===== src/rtl/sd_dat_block_reader_if.sv =====
// sd_dat_block_reader_if: Avalon-MM slave port bundle for the SD DAT block reader.
interface sd_dat_block_reader_if;
    logic [1:0]  address;
    logic        chipselect;
    logic        read_n;
    logic        write_n;
    logic [31:0] writedata;
    logic [31:0] readdata;
    modport master (output address, chipselect, read_n, write_n, writedata, input readdata);
    modport slave (input address, chipselect, read_n, write_n, writedata, output readdata);
endinterface


===== src/rtl/sd_dat_block_reader.sv =====
// sd_dat_block_reader: captures one 512-byte 4-bit SD DAT block with per-line CRC16 check
// into a 128x32 buffer readable over Avalon-MM.
module sd_dat_block_reader #(
    parameter int CLK_DIV = 2,
    parameter int TIMEOUT = 4096
) (
    input  logic                       clk,
    input  logic                       reset_n,
    sd_dat_block_reader_if.slave       bus,
    input  logic [3:0]                 sd_dat,
    output logic                       sd_clk
);
    localparam int DW = CLK_DIV > 1 ? $clog2(CLK_DIV) : 1;
    localparam int TW = $clog2(TIMEOUT + 1);

    typedef enum logic [2:0] {IDLE, WAIT_START, DATA, CRC, END_BIT} state_t;

    state_t            state_q, state_d;
    logic [DW-1:0]     div_q, div_d;
    logic              sd_clk_q, sd_clk_d;
    logic [3:0]        dat_q;
    logic [TW-1:0]     to_q, to_d;
    logic [9:0]        nib_q, nib_d;
    logic [31:0]       asm_q, asm_d;
    logic [6:0]        wr_ptr_q, wr_ptr_d, rd_ptr_q, rd_ptr_d;
    logic [3:0][15:0]  crc_q, crc_d, rx_q, rx_d;
    logic              done_q, done_d, crc_err_q, crc_err_d;
    logic              timeout_q, timeout_d, end_err_q, end_err_d;
    logic [31:0]       readdata_q, readdata_d;
    logic [31:0]       mem [128];
    logic              mem_we, rd, ctrl_wr, abort, start, run, term, tick;
    logic [2:0]        pos;
    logic [31:0]       status;
    logic              unused_wdata;

    assign unused_wdata = ^bus.writedata[31:2];
    assign sd_clk       = sd_clk_q;
    assign bus.readdata = readdata_q;

    always_comb begin
        rd       = bus.chipselect && !bus.read_n;
        ctrl_wr  = bus.chipselect && !bus.write_n && bus.address == 2'd0;
        abort    = ctrl_wr && bus.writedata[1];
        start    = ctrl_wr && bus.writedata[0] && !abort;
        run      = state_q != IDLE;
        term     = div_q == DW'(CLK_DIV - 1);
        tick     = run && term && !sd_clk_q;
        pos      = {nib_q[2:1], ~nib_q[0]};
        status   = {27'b0, end_err_q, timeout_q, crc_err_q, done_q, run};
        div_d    = run ? (term ? '0 : div_q + 1'b1) : '0;
        sd_clk_d = run ? sd_clk_q ^ term : 1'b0;
        state_d   = state_q;
        to_d      = to_q;
        nib_d     = nib_q;
        asm_d     = asm_q;
        wr_ptr_d  = wr_ptr_q;
        rd_ptr_d  = (rd && bus.address == 2'd1) ? rd_ptr_q + 1'b1 : rd_ptr_q;
        crc_d     = crc_q;
        rx_d      = rx_q;
        done_d    = done_q;
        crc_err_d = crc_err_q;
        timeout_d = timeout_q;
        end_err_d = end_err_q;
        mem_we    = 1'b0;
        readdata_d = !rd ? readdata_q :
                     bus.address == 2'd0 ? status :
                     bus.address == 2'd1 ? mem[rd_ptr_q] :
                     bus.address == 2'd2 ? {25'b0, rd_ptr_q} : 32'b0;
        case (state_q)
            IDLE: if (start) begin
                state_d   = WAIT_START;
                {done_d, crc_err_d, timeout_d, end_err_d} = '0;
                wr_ptr_d  = '0;
                rd_ptr_d  = '0;
                to_d      = '0;
                crc_d     = '0;
            end
            WAIT_START: if (tick) begin
                if (dat_q == 4'h0) begin
                    state_d = DATA;
                    nib_d   = '0;
                end else begin
                    to_d = to_q + 1'b1;
                    if (to_d == TW'(TIMEOUT)) begin
                        timeout_d = 1'b1;
                        state_d   = IDLE;
                    end
                end
            end
            DATA: if (tick) begin
                asm_d[4*pos +: 4] = dat_q;
                for (int i = 0; i < 4; i++)
                    crc_d[i] = {crc_q[i][14:0], 1'b0} ^ ({16{dat_q[i] ^ crc_q[i][15]}} & 16'h1021);
                mem_we   = nib_q[2:0] == 3'd7;
                wr_ptr_d = wr_ptr_q + 7'(mem_we);
                nib_d    = nib_q + 1'b1;
                state_d  = nib_q == 10'd1023 ? CRC : DATA;
            end
            CRC: if (tick) begin
                for (int i = 0; i < 4; i++)
                    rx_d[i] = {rx_q[i][14:0], dat_q[i]};
                nib_d = nib_q + 1'b1;
                if (nib_q == 10'd15) begin
                    state_d   = END_BIT;
                    crc_err_d = rx_d != crc_q;
                end
            end
            END_BIT: if (tick) begin
                end_err_d = dat_q != 4'hF;
                done_d    = 1'b1;
                state_d   = IDLE;
            end
            default: state_d = IDLE;
        endcase
        // abort drops the transfer without touching flags or the buffer
        if (abort) begin
            state_d   = IDLE;
            mem_we    = 1'b0;
            wr_ptr_d  = wr_ptr_q;
            done_d    = done_q;
            crc_err_d = crc_err_q;
            timeout_d = timeout_q;
            end_err_d = end_err_q;
        end
    end

    always_ff @(posedge clk or negedge reset_n) begin
        if (!reset_n) begin
            state_q    <= IDLE;
            div_q      <= '0;
            sd_clk_q   <= 1'b0;
            dat_q      <= '0;
            to_q       <= '0;
            nib_q      <= '0;
            asm_q      <= '0;
            wr_ptr_q   <= '0;
            rd_ptr_q   <= '0;
            crc_q      <= '0;
            rx_q       <= '0;
            done_q     <= 1'b0;
            crc_err_q  <= 1'b0;
            timeout_q  <= 1'b0;
            end_err_q  <= 1'b0;
            readdata_q <= '0;
        end else begin
            state_q    <= state_d;
            div_q      <= div_d;
            sd_clk_q   <= sd_clk_d;
            dat_q      <= sd_dat;
            to_q       <= to_d;
            nib_q      <= nib_d;
            asm_q      <= asm_d;
            wr_ptr_q   <= wr_ptr_d;
            rd_ptr_q   <= rd_ptr_d;
            crc_q      <= crc_d;
            rx_q       <= rx_d;
            done_q     <= done_d;
            crc_err_q  <= crc_err_d;
            timeout_q  <= timeout_d;
            end_err_q  <= end_err_d;
            readdata_q <= readdata_d;
        end
    end

    always_ff @(posedge clk) begin
        if (mem_we) mem[wr_ptr_q] <= asm_d;
    end
endmodule


===== src/flat_wrapper.sv =====
// flat-port wrapper written by rule: the top's interface ports become plain ports
module sd_dat_block_reader_flat 
#(
    parameter int CLK_DIV = 2,
    parameter int TIMEOUT = 4096
)
  (clk, reset_n, sd_dat, sd_clk, bus_address, bus_chipselect, bus_read_n, bus_write_n, bus_writedata, bus_readdata);
  sd_dat_block_reader_if bus_i ();
  input  logic clk;
  input  logic reset_n;
  input  logic [3:0] sd_dat;
  output logic sd_clk;
  input wire logic [$bits(bus_i.address)-1:0] bus_address;
  input wire logic [$bits(bus_i.chipselect)-1:0] bus_chipselect;
  input wire logic [$bits(bus_i.read_n)-1:0] bus_read_n;
  input wire logic [$bits(bus_i.write_n)-1:0] bus_write_n;
  input wire logic [$bits(bus_i.writedata)-1:0] bus_writedata;
  output wire logic [$bits(bus_i.readdata)-1:0] bus_readdata;
  assign bus_i.address = bus_address;
  assign bus_i.chipselect = bus_chipselect;
  assign bus_i.read_n = bus_read_n;
  assign bus_i.write_n = bus_write_n;
  assign bus_i.writedata = bus_writedata;
  assign bus_readdata = bus_i.readdata;
  sd_dat_block_reader #(.CLK_DIV(CLK_DIV), .TIMEOUT(TIMEOUT)) u_core (.clk(clk), .reset_n(reset_n), .bus(bus_i), .sd_dat(sd_dat), .sd_clk(sd_clk));
endmodule

===== config.mk =====
export PLATFORM = sky130hd
export DESIGN_NAME = sd_dat_block_reader_flat
export DESIGN_NICKNAME = d
export VERILOG_FILES = /design/src/rtl/sd_dat_block_reader_if.sv /design/src/rtl/sd_dat_block_reader.sv /design/src/flat_wrapper.sv
export SDC_FILE = /design/constraint.sdc
export NUM_CORES = 2
export LEC_CHECK = 0
export BUFFER_PORTS_ARGS = -buffer_cell sky130_fd_sc_hd__buf_2
export CORE_MARGIN = 4
export CORE_UTILIZATION = 35
export DETAILED_ROUTE_END_ITERATION = 10
export SYNTH_ARGS = -nofsm -noshare
export SYNTH_HDL_FRONTEND = slang
export SYNTH_SLANG_ARGS = --single-unit

===== constraint.sdc =====
create_clock -name clk -period 10.03 [get_ports clk]
set_clock_uncertainty 0.05 [all_clocks]
set_input_delay 0.5015 -clock clk [delete_from_list [all_inputs] [get_ports clk]]
set_output_delay 0.5015 -clock clk [all_outputs]
set_load 0.01 [all_outputs]

==> impl_metrics.csv <==
group,metric,value,unit
outcome,status,"finished clean",
synthesis,synth_cell_types,73,
die,start_util,0.351,
power,p_leak,60.1,nW
drt,avgRoutedWirePerCell,31.3,um
min_path,whs_path_depth,5,
synthesis,synth_warnings,0,
sta,tns,0,ns
synthesis,synth_seq_cells,4334,
synthesis,async_flop_share,0.0549,
cells_and_area,finalNetCount,8051,
clock_network,cts_setup_buffers,0,
critical_path,slowest_delay,1.19,ns
die,core,0.478,sq mm
grt,grt_pass1_wl,643000,um
critical_path,r2r-start,"u_core.rd_ptr_q[0]",
clock_network,clkTransAtPathRegs,0.06,ns
drt,viasPerCell,5.57,
min_path,hold_start,"bus_write_n",
sta,max_freq,195,MHz
grt,gr-total-overflow,0,
die,dieArea,0.491,sq mm
sta,worst_pin_slew,1.31,ns
critical_path,criticalPathCategory,"reg2reg",
drt,wl_met3,44500,um
critical_path,rrSetupSlack,4.91,ns
die,rows,254,
clock_network,cts_resized,0,
min_path,hold_path.class,"in2reg",
flow_run,cap_viol_max_count,0,
clock_network,htree_levels,5,
synthesis,syn_nets,7732,
synthesis,synth.cell_area,0.168,sq mm
sta,setup_viol,0,
critical_path,crit_fanout,43,
synthesis,synth_top_cell_area_share,0.733,
power,power_density,240,mW/mm^2
grt,antenna_found_initial,34,
placement,dp_hpwl,258000,um
critical_path,r2r_end,"u_core.bus.readdata[15]",
synthesis,synthFlopType,"edfxtp_1",
die,die_w,700,um
synthesis,syn_area_per_cell,21.9,sq um
clock_network,clk_latency,1.03,ns
placement,port_buffers,45,
power,p_int,0.0329,W
synthesis,synth_top_cell_by_area,"edfxtp_1",
drt,drc,0,
die,io_pins,76,
cells_and_area,n_fill_cell,41600,
drt,ant_nets,0,
drt,m1WireLength,182000,um
sta,period_share,0.511,
critical_path,cp_cell_sequence,"buf_4 -> buf_4 -> mux4_2 -> mux4_2 -> a211oi_1 -> o41ai_1",
sta,layout_setup_ws,4.91,ns
critical_path,setup.worst_path.start_class,"flip-flop",
clock_network,cts_root_buf,"clkbuf_16",
power,share_seq_of_total_power,0.448,
cells_and_area,areaGrowthSynthToFinish,13.8,%
synthesis,yosys-top-cells-count,"edfxtp_1 (4096), mux4_2 (1019), mux2i_1 (340)",
placement,place_congestion,0.879,
drt,drt-initial-drc-count,11500,
clock_network,ctsHoldBuffers,7,
critical_path,critPathArrivalTime,5.93,ns
grt,grt_pass1_vias,82200,
synthesis,synth_cells,7680,
clock_network,cts_sinks,4334,
synthesis,synth_seq_area_share,0.768,
drt,vias,82200,
placement,placed_area,0.177,sq mm
sta,hold_viol,0,
drt,wl_met2,215000,um
sta,slew_headroom,0.127,
drt,firstDrtPassIters,9,
cells_and_area,fin_area,0.191,sq mm
clock_network,clock_path_buffers,4,
sta,rsz0062_at_grt,"no",
min_path,holdPathEnd,"u_core.timeout_q",
synthesis,synth.most_common_cell,"edfxtp_1",
grt,grt_max_degree,136,
die,die_h,700,um
critical_path,r2r_cells,6,
placement,dp_slack,4.89,ns
sta,min_period,5.12,ns
placement,place_inst,14000,
sta,final_max_slew_viol_count,0,
power,p_comb_frac,0.200,
synthesis,synth_edf_count,4096,
synthesis,synth_area_leaders,"edfxtp_1 (73%), mux4_2 (14%), dfrtp_1 (3.5%), mux2i_1 (2.0%), mux2_2 (0.95%)",
power,power.total,0.0458,W
clock_network,tritoncts,"built",
cells_and_area,fin_cells,14800,
drt,top_layer,"met5",
power,ir_worst_vdd,0.292,mV
critical_path,slowest_stage,"dfrtp_4",
critical_path,cp_data_required_time,10.84,ns
critical_path,cp-end-kind,"flip-flop",
power,clkPwrFrac,0.353,
power,p_sw,0.0130,W
grt,grt.total_usage,0.184,
drt,drt_wl_total,462000,um
clock_network,cts_inserted_buffers,422,
cells_and_area,layout-drive-gt1-share,0.272,
power,p_sw_frac,0.283,
## power groups by stage
stage	logic [W]	registers, W	clock network (W)
6_report	0.00916	0.0205	0.0162
5_1_grt	0.00961	0.0205	0.0172
4_1_cts	0.00920	0.0205	0.0164
3_5_place_dp	0.00919	0.0209	0
3_3_place_gp	0.00907	0.0209	0
2_1_floorplan	0.00649	0.0207	0
## final cells by class
class,instances,area [sq um],area share
flip-flops and latches,4334,129000,0.675
well taps,6400,8010,0.0419
inverters,6,22.5,0.000118
repair buffers,321,2520,0.0132
clock buffers,514,11100,0.0581
multi-input cells,2914,37300,0.195
diodes,11,27.5,0.000144
clock inverters,259,3000,0.0157
## sequential cells by signal (all words and copies together), names as in the netlist, 3 cells and up
name / flops
u_core.asm_q: 32
u_core.bus.readdata: 32
u_core.crc_q: 64
u_core.dat_q: 4
u_core.mem: 4096
u_core.nib_q: 10
u_core.rd_ptr_q: 7
u_core.rx_q: 60
u_core.state_q: 3
u_core.to_q: 13
u_core.wr_ptr_q: 7
## metrics by stage
stage          hold slack [ns]  utilization
6_report                0.0841        0.399
2_1_floorplan            0.156            -
4_1_cts                 0.0242        0.399
3_5_place_dp             0.415        0.370
3_3_place_gp             0.415        0.370
5_1_grt                 0.0803        0.399
## cell families (layout without fill, tap and decap cells)
family,count (synthesis),in the layout,share of synthesized area
AOI/OAI and AO/OA,606,606,0.0240
xor gates and xnor gates,90,90,0.00470
adders and majority gates,9,9,0.000671
buffers and inverters,432,1100,0.0168
DFF,4334,4334,0.768
muxes,1500,1500,0.166
other,0,11,0
and+or+nand+nor,709,709,0.0191
## per-layer routing
metal  vias to the layer above  track usage
met5                         -            0
met4                         4       0.0741
met3                       794       0.0406
met2                      4139        0.288
met1                     44400        0.250
li1                      32900            -
## worst max-delay path: cells and delay by family (launching register included)
family / cells / cell delay, ns
AOI/OAI and AO/OA: 2 / 1.11
muxes: 2 / 1.18
DFF: 1 / 1.19
buffers and inverters: 2 / 1.37
## layout by cell type (no fill, tap or decap), drive strengths merged, types with 13 or more instances in the layout
master	netlist	layout
bufinv	0	55
xnor2	78	78
a221oi	31	31
mux2	141	141
nor4	30	30
o22ai	72	72
o31ai	14	14
nand2b	13	13
inv	6	13
o21ai	115	115
a22o	18	18
a31oi	14	14
buf	274	313
nand4	38	38
nor3	25	25
clkinv	0	188
nor2	201	201
o221ai	23	23
nand2	268	268
mux4	1019	1019
clkbuf	152	515
edfxtp	4096	4096
mux2i	340	340
dfrtp	238	238
nor2b	30	30
a211oi	20	20
nand3	54	54
a22oi	130	130
a21oi	113	113
## worst max-delay path by stage
stage	startpoint	endpoint
2_1_floorplan	u_core.nib_q[1]	u_core.mem[0][3]
3_3_place_gp	u_core.rd_ptr_q[0]	u_core.bus.readdata[14]
3_5_place_dp	u_core.rd_ptr_q[0]	u_core.bus.readdata[15]
4_1_cts	u_core.rd_ptr_q[0]	u_core.bus.readdata[15]
5_1_grt	u_core.rd_ptr_q[0]	u_core.bus.readdata[15]
6_report	u_core.rd_ptr_q[0]	u_core.bus.readdata[15]
(Power assumes the default switching activity.)
